`src/rtl/audio_out_pkg.sv`:
```
// Shared constants, serializer state encoding and small helpers for the
// audio DAC output path.
package audio_out_pkg;

  localparam int AUDIO_DATA_WIDTH_DEF = 32;
  localparam int FIFO_DEPTH_DEF       = 8;
  localparam int UNDERRUN_CNT_W       = 16;

  typedef enum logic [1:0] {
    ST_IDLE  = 2'd0,
    ST_LEFT  = 2'd1,
    ST_RIGHT = 2'd2
  } ser_state_e;

  function automatic logic [UNDERRUN_CNT_W-1:0] sat_inc(input logic [UNDERRUN_CNT_W-1:0] v);
    if (&v) begin
      sat_inc = v;
    end else begin
      sat_inc = v + UNDERRUN_CNT_W'(1);
    end
  endfunction

endpackage

```
`src/rtl/audio_out_fifo.sv`:
```
// Pair-wide synchronous FIFO with flush, occupancy count and registered
// empty / not-full flags.
module audio_out_fifo #(
  parameter int WIDTH = 64,
  parameter int DEPTH = 8
) (
  input  logic                   clk_i,
  input  logic                   rst_i,
  input  logic                   flush_i,
  input  logic                   push_i,
  input  logic                   pop_i,
  input  logic [WIDTH-1:0]       wdata_i,
  output logic [WIDTH-1:0]       rdata_o,
  output logic [$clog2(DEPTH):0] count_o,
  output logic                   empty_o,
  output logic                   not_full_o
);
  localparam int AW = $clog2(DEPTH);

  logic [WIDTH-1:0] mem_q [DEPTH];
  logic [AW-1:0]    wr_ptr_q, wr_ptr_d, rd_ptr_q, rd_ptr_d;
  logic [AW:0]      count_q, count_d;
  logic             empty_q, not_full_q;
  logic             do_push_s, do_pop_s;

  assign do_push_s = push_i && not_full_q && !flush_i;
  assign do_pop_s  = pop_i && !empty_q && !flush_i;

  // Next pointers and occupancy; a flush overrides any push or pop.
  always_comb begin
    wr_ptr_d = wr_ptr_q;
    rd_ptr_d = rd_ptr_q;
    count_d  = count_q;
    if (flush_i) begin
      wr_ptr_d = '0;
      rd_ptr_d = '0;
      count_d  = '0;
    end else begin
      if (do_push_s) wr_ptr_d = wr_ptr_q + AW'(1);
      else           wr_ptr_d = wr_ptr_q;
      if (do_pop_s)  rd_ptr_d = rd_ptr_q + AW'(1);
      else           rd_ptr_d = rd_ptr_q;
      case ({do_push_s, do_pop_s})
        2'b10:   count_d = count_q + (AW+1)'(1);
        2'b01:   count_d = count_q - (AW+1)'(1);
        default: count_d = count_q;
      endcase
    end
  end

  // Pointer, count and status flag registers.
  always_ff @(posedge clk_i) begin
    if (rst_i) begin
      wr_ptr_q   <= '0;
      rd_ptr_q   <= '0;
      count_q    <= '0;
      empty_q    <= 1'b1;
      not_full_q <= 1'b1;
    end else begin
      wr_ptr_q   <= wr_ptr_d;
      rd_ptr_q   <= rd_ptr_d;
      count_q    <= count_d;
      empty_q    <= (count_d == '0);
      not_full_q <= (count_d != (AW+1)'(DEPTH));
    end
  end

  // Sample storage; contents are only consumed behind the empty flag.
  always_ff @(posedge clk_i) begin
    if (do_push_s) mem_q[wr_ptr_q] <= wdata_i;
  end

  assign rdata_o    = mem_q[rd_ptr_q];
  assign count_o    = count_q;
  assign empty_o    = empty_q;
  assign not_full_o = not_full_q;

endmodule

```
`src/rtl/audio_dac_serializer.sv`:
```
// Left-justified audio DAC serializer slaved to codec BCLK/LRCK.
// Optional underrun counter enabled by defining AUDIO_UNDERRUN_CNT_EN.
module audio_dac_serializer
  import audio_out_pkg::*;
#(
  parameter int AUDIO_DATA_WIDTH = AUDIO_DATA_WIDTH_DEF,
  parameter int FIFO_DEPTH       = FIFO_DEPTH_DEF
) (
  input  logic                        CLOCK_50,
  input  logic                        reset,
  input  logic                        clear_audio_out_memory,
  input  logic [AUDIO_DATA_WIDTH-1:0] left_channel_audio_out,
  input  logic [AUDIO_DATA_WIDTH-1:0] right_channel_audio_out,
  input  logic                        write_audio_out,
  output logic                        audio_out_allowed,
  input  logic                        AUD_BCLK,
  input  logic                        AUD_DACLRCK,
  output logic                        AUD_DACDAT
`ifdef AUDIO_UNDERRUN_CNT_EN
  , output logic [UNDERRUN_CNT_W-1:0] underrun_count
`endif
);
  localparam int W      = AUDIO_DATA_WIDTH;
  localparam int BITS_W = $clog2(W + 1);

  logic [2:0] bclk_sync_q, lrck_sync_q;
  logic       bclk_fall_s, lrck_rise_s, lrck_fall_s;

  logic [2*W-1:0]              fifo_rdata_s;
  logic [$clog2(FIFO_DEPTH):0] fifo_count_s;
  logic                        fifo_empty_s, fifo_not_full_s, frame_empty_s;

  ser_state_e        state_q;
  logic [W-1:0]      shift_q, hold_q, shift_nx_s;
  logic [BITS_W-1:0] bits_q;
  logic              dout_q;

  // Synchronizers carry no reset so a reset never fakes an LRCK edge.
  always_ff @(posedge CLOCK_50) begin
    bclk_sync_q <= {bclk_sync_q[1:0], AUD_BCLK};
    lrck_sync_q <= {lrck_sync_q[1:0], AUD_DACLRCK};
  end

  assign bclk_fall_s   = bclk_sync_q[2] & ~bclk_sync_q[1];
  assign lrck_rise_s   = ~lrck_sync_q[2] & lrck_sync_q[1];
  assign lrck_fall_s   = lrck_sync_q[2] & ~lrck_sync_q[1];
  assign frame_empty_s = (fifo_count_s == '0);
  assign shift_nx_s    = {shift_q[W-2:0], 1'b0};

  audio_out_fifo #(
    .WIDTH (2 * W),
    .DEPTH (FIFO_DEPTH)
  ) u_fifo (
    .clk_i      (CLOCK_50),
    .rst_i      (reset),
    .flush_i    (clear_audio_out_memory),
    .push_i     (write_audio_out && fifo_not_full_s),
    .pop_i      (lrck_rise_s && !fifo_empty_s),
    .wdata_i    ({left_channel_audio_out, right_channel_audio_out}),
    .rdata_o    (fifo_rdata_s),
    .count_o    (fifo_count_s),
    .empty_o    (fifo_empty_s),
    .not_full_o (fifo_not_full_s)
  );

  // Serializer FSM: frame alignment, word loads and MSB-first shifting.
  always_ff @(posedge CLOCK_50) begin
    if (reset) begin
      state_q <= ST_IDLE;
      shift_q <= '0;
      hold_q  <= '0;
      bits_q  <= '0;
      dout_q  <= 1'b0;
    end else if (lrck_rise_s) begin
      state_q <= ST_LEFT;
      bits_q  <= BITS_W'(1);
      if (frame_empty_s) begin
        shift_q <= '0;
        hold_q  <= '0;
        dout_q  <= 1'b0;
      end else begin
        shift_q <= fifo_rdata_s[2*W-1:W];
        hold_q  <= fifo_rdata_s[W-1:0];
        dout_q  <= fifo_rdata_s[2*W-1];
      end
    end else begin
      case (state_q)
        ST_IDLE: begin
          dout_q <= 1'b0;
        end
        ST_LEFT, ST_RIGHT: begin
          if (lrck_fall_s && state_q == ST_LEFT) begin
            state_q <= ST_RIGHT;
            shift_q <= hold_q;
            dout_q  <= hold_q[W-1];
            bits_q  <= BITS_W'(1);
          end else if (bclk_fall_s) begin
            // Once the whole word has been presented the line idles low.
            if (bits_q < BITS_W'(W)) begin
              shift_q <= shift_nx_s;
              dout_q  <= shift_nx_s[W-1];
              bits_q  <= bits_q + BITS_W'(1);
            end else begin
              dout_q  <= 1'b0;
            end
          end
        end
        default: begin
          state_q <= ST_IDLE;
          dout_q  <= 1'b0;
        end
      endcase
    end
  end

  assign AUD_DACDAT        = dout_q;
  assign audio_out_allowed = fifo_not_full_s;

`ifdef AUDIO_UNDERRUN_CNT_EN
  logic [UNDERRUN_CNT_W-1:0] underrun_q;

  // Saturating count of frames started with an empty FIFO.
  always_ff @(posedge CLOCK_50) begin
    if (reset || clear_audio_out_memory) begin
      underrun_q <= '0;
    end else if (lrck_rise_s && frame_empty_s) begin
      underrun_q <= sat_inc(underrun_q);
    end
  end

  assign underrun_count = underrun_q;
`endif

endmodule

```
`config.mk`:
```
export PLATFORM = sky130hd
export DESIGN_NAME = audio_dac_serializer
export DESIGN_NICKNAME = d
export VERILOG_FILES = /design/src/rtl/audio_out_pkg.sv /design/src/rtl/audio_out_fifo.sv /design/src/rtl/audio_dac_serializer.sv
export SDC_FILE = /design/constraint.sdc
export NUM_CORES = 1
export LEC_CHECK = 0
export ABC_AREA = 1
export CAP_MARGIN = 40
export CORE_MARGIN = 5
export CORE_UTILIZATION = 55
export CTS_BUF_LIST = sky130_fd_sc_hd__clkbuf_4
export CTS_CLUSTER_SIZE = 40
export DETAILED_ROUTE_END_ITERATION = 16
export HOLD_SLACK_MARGIN = 0.15
export PLACE_DENSITY = 0.75
export SLEW_MARGIN = 20
export SYNTH_ARGS = -nofsm -noshare
export SYNTH_HDL_FRONTEND = slang
export SYNTH_SLANG_ARGS = --single-unit
```
`constraint.sdc`:
```
create_clock -name CLOCK_50 -period 4.5 [get_ports CLOCK_50]
set_input_delay 0.675 -clock CLOCK_50 [delete_from_list [all_inputs] [get_ports CLOCK_50]]
set_output_delay 0.675 -clock CLOCK_50 [all_outputs]
set_load 0.05 [all_outputs]
```
==> metrics.txt, run 1 <==
outcome finished clean; Critical Path Fanout Max 34; cts repair resizes 0; input/output buffers 71; commonest non-fill, non-tap cell in the layout edfxtp_1; Worst setup EP type flip-flop; hold_buf cts 0; total global routing overflow 0; largest net degree at the start of global routing 193; Min Hold Slack 0.305 ns; Synth top area share 64.8%; Netlist cell types 28; Tightest Pin Transition 1.01 ns; Routability Congestion 0.865; core area 0.0429 mm²; drt initial violations 1548; area grow syn2layout 13.6%; fmax 344 MHz; Cells after Synth 1985; clock tree root buffer cell clkbuf_4; Max Slew Vio Count 0; Synth area leader edfxtp_1; Reg2Reg Setup Slack 1.60 ns; PwrDens 415 mW/mm²; commonest non-fill, non-tap cells in the layout 512 x edfxtp_1, 416 x nor2_1, 246 x o21ai_0; CTS tree built; remaining antenna violation count 0; Peak VDD IR 0.275 mV; max-cap viol count 0; first-pass GRT wire length 84000 µm; Clock Tree Buf Depth 3; first-pass iteration count of the detailed router 7; GRT Resource Usage Total 22.6%; syn_area_per_cell 11.9 µm²; number of register bits inferred by synthesis 605; # setup viols final 0; Worst Path Required 5.27 ns; Final Hold Vio Count 0; synthesized net count 2063; Routed wire per std cell 19.0 µm; initial antenna violation count 1; die area 0.0474 mm²; WL final 53500 µm; Die H 218 µm; post-synthesis sequential area ratio 72.7%; clk_skew 0.0345 ns; via count 16.0k; num rows 76; CP Class flip-flop to flip-flop; period utilization 64.5%; CP arrival 3.67 ns; Filler Cell Count 3238; yosys warns 0; Sink Count 605; die width 218 µm; setup bufs post-CTS 0; placed wire-length estimate 30100 µm; min Tclk post-route 2.90 ns; I/O pins 72; vias per cell 5.67; CTS Buf Count 145; Synth area leaders edfxtp_1 65%, dfxtp_1 7.8%, nor2_1 6.7%; slew margin rel. 32.6%; starting density of the core 55.3%; H-tree depth 4; worst skew pair latency 0.83 ns; share of cells above drive strength 1 12.5%; HP Class primary input to flip-flop; final setup TNS 0 ns; cell area after synthesis 0.0237 mm²; DRC violations left 0; Leak Pwr 0.00936 µW; vias in the first global route 15.7k; Total Nets Final 2191; element type at the critical path start flip-flop; clk slew on worst S/H paths 0.07 ns; RSZ-0062 raised after global routing false
metrics by stage:
stage / area (µm²) / util (%) / worst slack, ns / total power, µW / std cells
after detailed placement: 24900 / 58.1 / 1.47 / 6720 / 2548
final: 26900 / 62.8 / 1.60 / 11200 / 2819
after floorplan: 23700 / - / 0.0725 / 6520 / 1985
after global placement: 24900 / 58.0 / 1.44 / 6690 / 2546
after global routing: 26900 / 62.8 / 1.12 / 11700 / 2819
after CTS: 26900 / 62.7 / 1.58 / 11300 / 2815
synth_stat cells (all sizes together):
cell / count
nor3b: 1
nand3: 161
nor3: 1
and3: 1
dfxtp: 93
o211ai: 66
or2: 1
o21ai: 305
nand2: 137
inv: 67
ha: 8
clkbuf: 61
nand4: 1
o21a: 2
xor2: 2
o221ai: 24
nor2: 425
o2111ai: 1
buf: 63
edfxtp: 512
a21oi: 53
cells by family after synthesis:
logic type	Yosys count	share of synthesized area [%]
AO/OA/AOI/OAI	451	10.6
AND/OR/NAND/NOR	728	12.4
buffers and inverters	191	3.77
XOR/XNOR	2	0.0739
flip-flops	605	72.7
adder cells (fa/ha/maj)	8	0.422
area by class of cell:
class                      count  area [µm²]  share of cell area (%)
timing repair buffer         105        1100                    4.10
sequential                   605       17200                    64.0
multi-input combinational   1189        5650                    21.0
tap                          585         732                    2.72
antenna                        1        2.50                 0.00929
clock inverter                57         374                    1.39
clock buffer                 210        1580                    5.85
inverter                      67         256                   0.952
power breakdown:
group / internal [µW] / switching, µW
Sequential: 6150 / 36.3
Combinational: 149 / 267
Clock: 2500 / 2070
state kept, by name (all words and copies together), names as in the netlist, named ones only:
| register | count |
|---|---|
| u_fifo.wr_ptr_q | 3 |
| shift_q | 31 |
| u_fifo.mem_q | 512 |
| bits_q | 6 |
| u_fifo.count_o | 4 |
| u_fifo.not_full_o | 1 |
| bclk_sync_q | 3 |
| hold_q | 32 |
| u_fifo.empty_o | 1 |
| state_q | 2 |
| AUD_DACDAT | 1 |
| lrck_sync_q | 3 |
| u_fifo.rd_ptr_q | 3 |
routing by layer:
layer / up-vias / GRT usage (%) / wire, µm
met4: 0 / 8.91 / 1200
met5: - / 0 / 0
li1: 7469 / - / -
met3: 90 / 4.51 / 4050
met1: 7731 / 31.0 / 22100
met2: 693 / 35.9 / 26200
worst paths after layout:
| path | from | to | cells past startpoint |
|---|---|---|---|
| min reg2reg | bclk_sync_q[0] | bclk_sync_q[1] | 0 |
| min | AUD_DACLRCK | lrck_sync_q[0] | 1 |
| max | lrck_sync_q[1] | u_fifo.empty_o | 18 |
| max reg2reg | lrck_sync_q[1] | u_fifo.empty_o | 18 |
critical path: stages, from the launching register on:
cell     delay (ns)
dfxtp_1        0.33
inv_1          0.06
nor2_1         0.20
inv_2          0.30
nor2_1         0.32
nand2_1        0.15
inv_2          0.11
ha_1           0.24
nand2_1        0.07
inv_1          0.07
nor2_1         0.05
ha_1           0.17
a21oi_1        0.16
nor2_1         0.06
o21ai_0        0.29
nand2_1        0.09
nand2_1        0.06
nand2_1        0.05
inv_1          0.04
Power figures use the tool's default switching activity.
==> run 2: changes to the inputs <==
==> constraint.sdc (replaced) <==
create_clock -name CLOCK_50 -period 2.5 [get_ports CLOCK_50]
set_input_delay 0.375 -clock CLOCK_50 [delete_from_list [all_inputs] [get_ports CLOCK_50]]
set_output_delay 0.375 -clock CLOCK_50 [all_outputs]
set_load 0.05 [all_outputs]
==> run 2 against run 1 <==
- combinational power increased by 90%
- global-route usage increased by 0.70 points
- critical path depth decreased by 17
- critical endpoint is now audio_out_allowed
==> metrics.txt, run 2 (same netlist as run 1, synthesis figures left out) <==
CTS tree built; HP Class primary input to flip-flop; CP Cell Sequence clkdlybuf4s50_1; # setup viols final 0 (unchanged); starting density of the core 55.3% (unchanged); DRC violations left 0 (unchanged); worst skew pair latency 0.86 ns (+0.03 ns); Leak Pwr 0.00961 µW (+2.7%); Top reg by flops u_fifo.mem_q; slew margin rel. 60.5% (+28 points); commonest non-fill, non-tap cells in the layout 512 x edfxtp_1, 414 x nor2_1, 246 x o21ai_0; Max Slew Vio Count 0 (unchanged); Largest register FFs 512 (unchanged); RSZ-0062 raised after global routing false; num rows 76 (unchanged); period utilization 95.8%; outcome finished clean; Worst path top cell family by delay buffers and inverters; max incr delay on CP 0.81 ns (+0.48 ns); Tightest Pin Transition 0.592 ns (-0.419 ns); share of cells above drive strength 1 14.5% (+2.0 points); Total Nets Final 2228 (+1.7%); Sink Count 605 (unchanged); WL final 54900 µm (+2.5%); CP Buf/Inv Count 1 (-4); core area 0.0429 mm² (unchanged); CP arrival 2.02 ns (-1.65 ns); die width 218 µm (unchanged); first-pass iteration count of the detailed router 6 (-1); H-tree depth 4 (unchanged); area grow syn2layout 15.6%; Largest regs u_fifo.mem_q x512, hold_q x32, shift_q x31; min Tclk post-route 2.39 ns; drt initial violations 1750 (+13%); vias in the first global route 15.9k (+1.4%); final cell count without fillers 2853 (+1.2%); die area 0.0474 mm² (unchanged); vias per cell 5.62 (-0.79%); CP Class flip-flop to output pin; initial antenna violation count 2 (+1); element type at the critical path start flip-flop; Worst setup EP type output pin; Peak VDD IR 0.452 mV (+64%); placed wire-length estimate 31800 µm (+5.4%); Routed wire per std cell 19.2 µm (+1.3%); Final Hold Vio Count 0 (unchanged); Filler Cell Count 3189 (-1.5%); GRT Resource Usage Total 23.3% (+0.70 points); slowest cell on the critical path clkdlybuf4s50_1; Worst Path Required 2.12 ns (-3.15 ns); final setup TNS 0 ns (unchanged); clk_skew 0.0462 ns (+0.0117 ns); placed cell count 2579 (+1.2%); input/output buffers 71 (unchanged); I/O pins 72 (unchanged); CTS Buf Count 151 (+4.1%); first-pass GRT wire length 86400 µm (+2.8%); max-cap viol count 0 (unchanged); PwrDens 732 mW/mm² (+77%); largest net degree at the start of global routing 125 (-35%); total global routing overflow 0 (unchanged); clk slew on worst S/H paths 0.07 ns (about the same); Routability Congestion 0.834 (-3.5%); Critical Path Fanout Max 2 (-94%); Die H 218 µm (unchanged); via count 16.0k (+0.41%); clock tree root buffer cell clkbuf_4; Clock Tree Buf Depth 3 (unchanged); commonest non-fill, non-tap cell in the layout edfxtp_1; remaining antenna violation count 0 (unchanged); fmax 418 MHz
run 2: through the flow:
| stage | setup WS, ns | instance area, µm² | util (%) | hold slack, ns | total power (µW) |
|---|---|---|---|---|---|
| 3_5_place_dp | 0.0814 | 25400 | 59.3 | 0.339 | 12100 |
| 6_report | 0.106 | 27400 | 63.9 | 0.254 | 20100 |
| 2_1_floorplan | 0.0425 | 23800 | - | 0.310 | 11700 |
| 4_1_cts | 0.00826 | 27400 | 63.9 | 0.166 | 20300 |
| 5_1_grt | 0.0243 | 27400 | 63.9 | 0.203 | 20900 |
| 3_3_place_gp | 0.0296 | 25400 | 59.3 | 0.338 | 12100 |
run 2: final timing paths:
check	startpoint	endpoint	slack [ns]	cells past startpoint
setup / recovery	u_fifo.not_full_o	audio_out_allowed	0.11	1
hold / removal	left_channel_audio_out[24]	u_fifo.mem_q[0][56]	0.25	1
setup reg to reg	lrck_sync_q[1]	u_fifo.empty_o	0.26	20
hold reg to reg	bclk_sync_q[0]	bclk_sync_q[1]	0.35	0
run 2: repair_timing:
item / in CTS / in global routing
setup buffers: 0 / 0
resized for setup: 1 / 2
hold buffers: 2 / 0
hold endpoints to repair: 2 / 0
setup endpoints to repair: 1 / 2
run 2: area by class of cell:
type                       instances  area (µm²)  area share [%]
multi-input combinational       1189        5660            20.6
clock buffer                     231        1730            6.33
antenna                            2        5.00          0.0183
sequential                       605       17200            62.9
tap                              585         732            2.67
timing repair buffer             136        1590            5.78
inverter                          67         256           0.936
clock inverter                    38         198           0.721
run 2: report_power, final:
group / internal (µW) / leakage (µW) / switching (µW)
registers: 11100 / 0.00539 / 65.4
clock network: 4400 / 0.00118 / 3740
logic: 294 / 0.00305 / 497
run 2: layer usage:
layer / GRT usage [%] / vias to the layer above / share of wire (%) / wire [µm]
met1: 32.0 / 7658 / 41 / 22600
met5: 0 / - / 0.031 / 17
met2: 37.2 / 731 / 48 / 26600
met4: 8.49 / 2 / 1.9 / 1030
li1: - / 7556 / - / -
met3: 4.93 / 101 / 8.5 / 4650
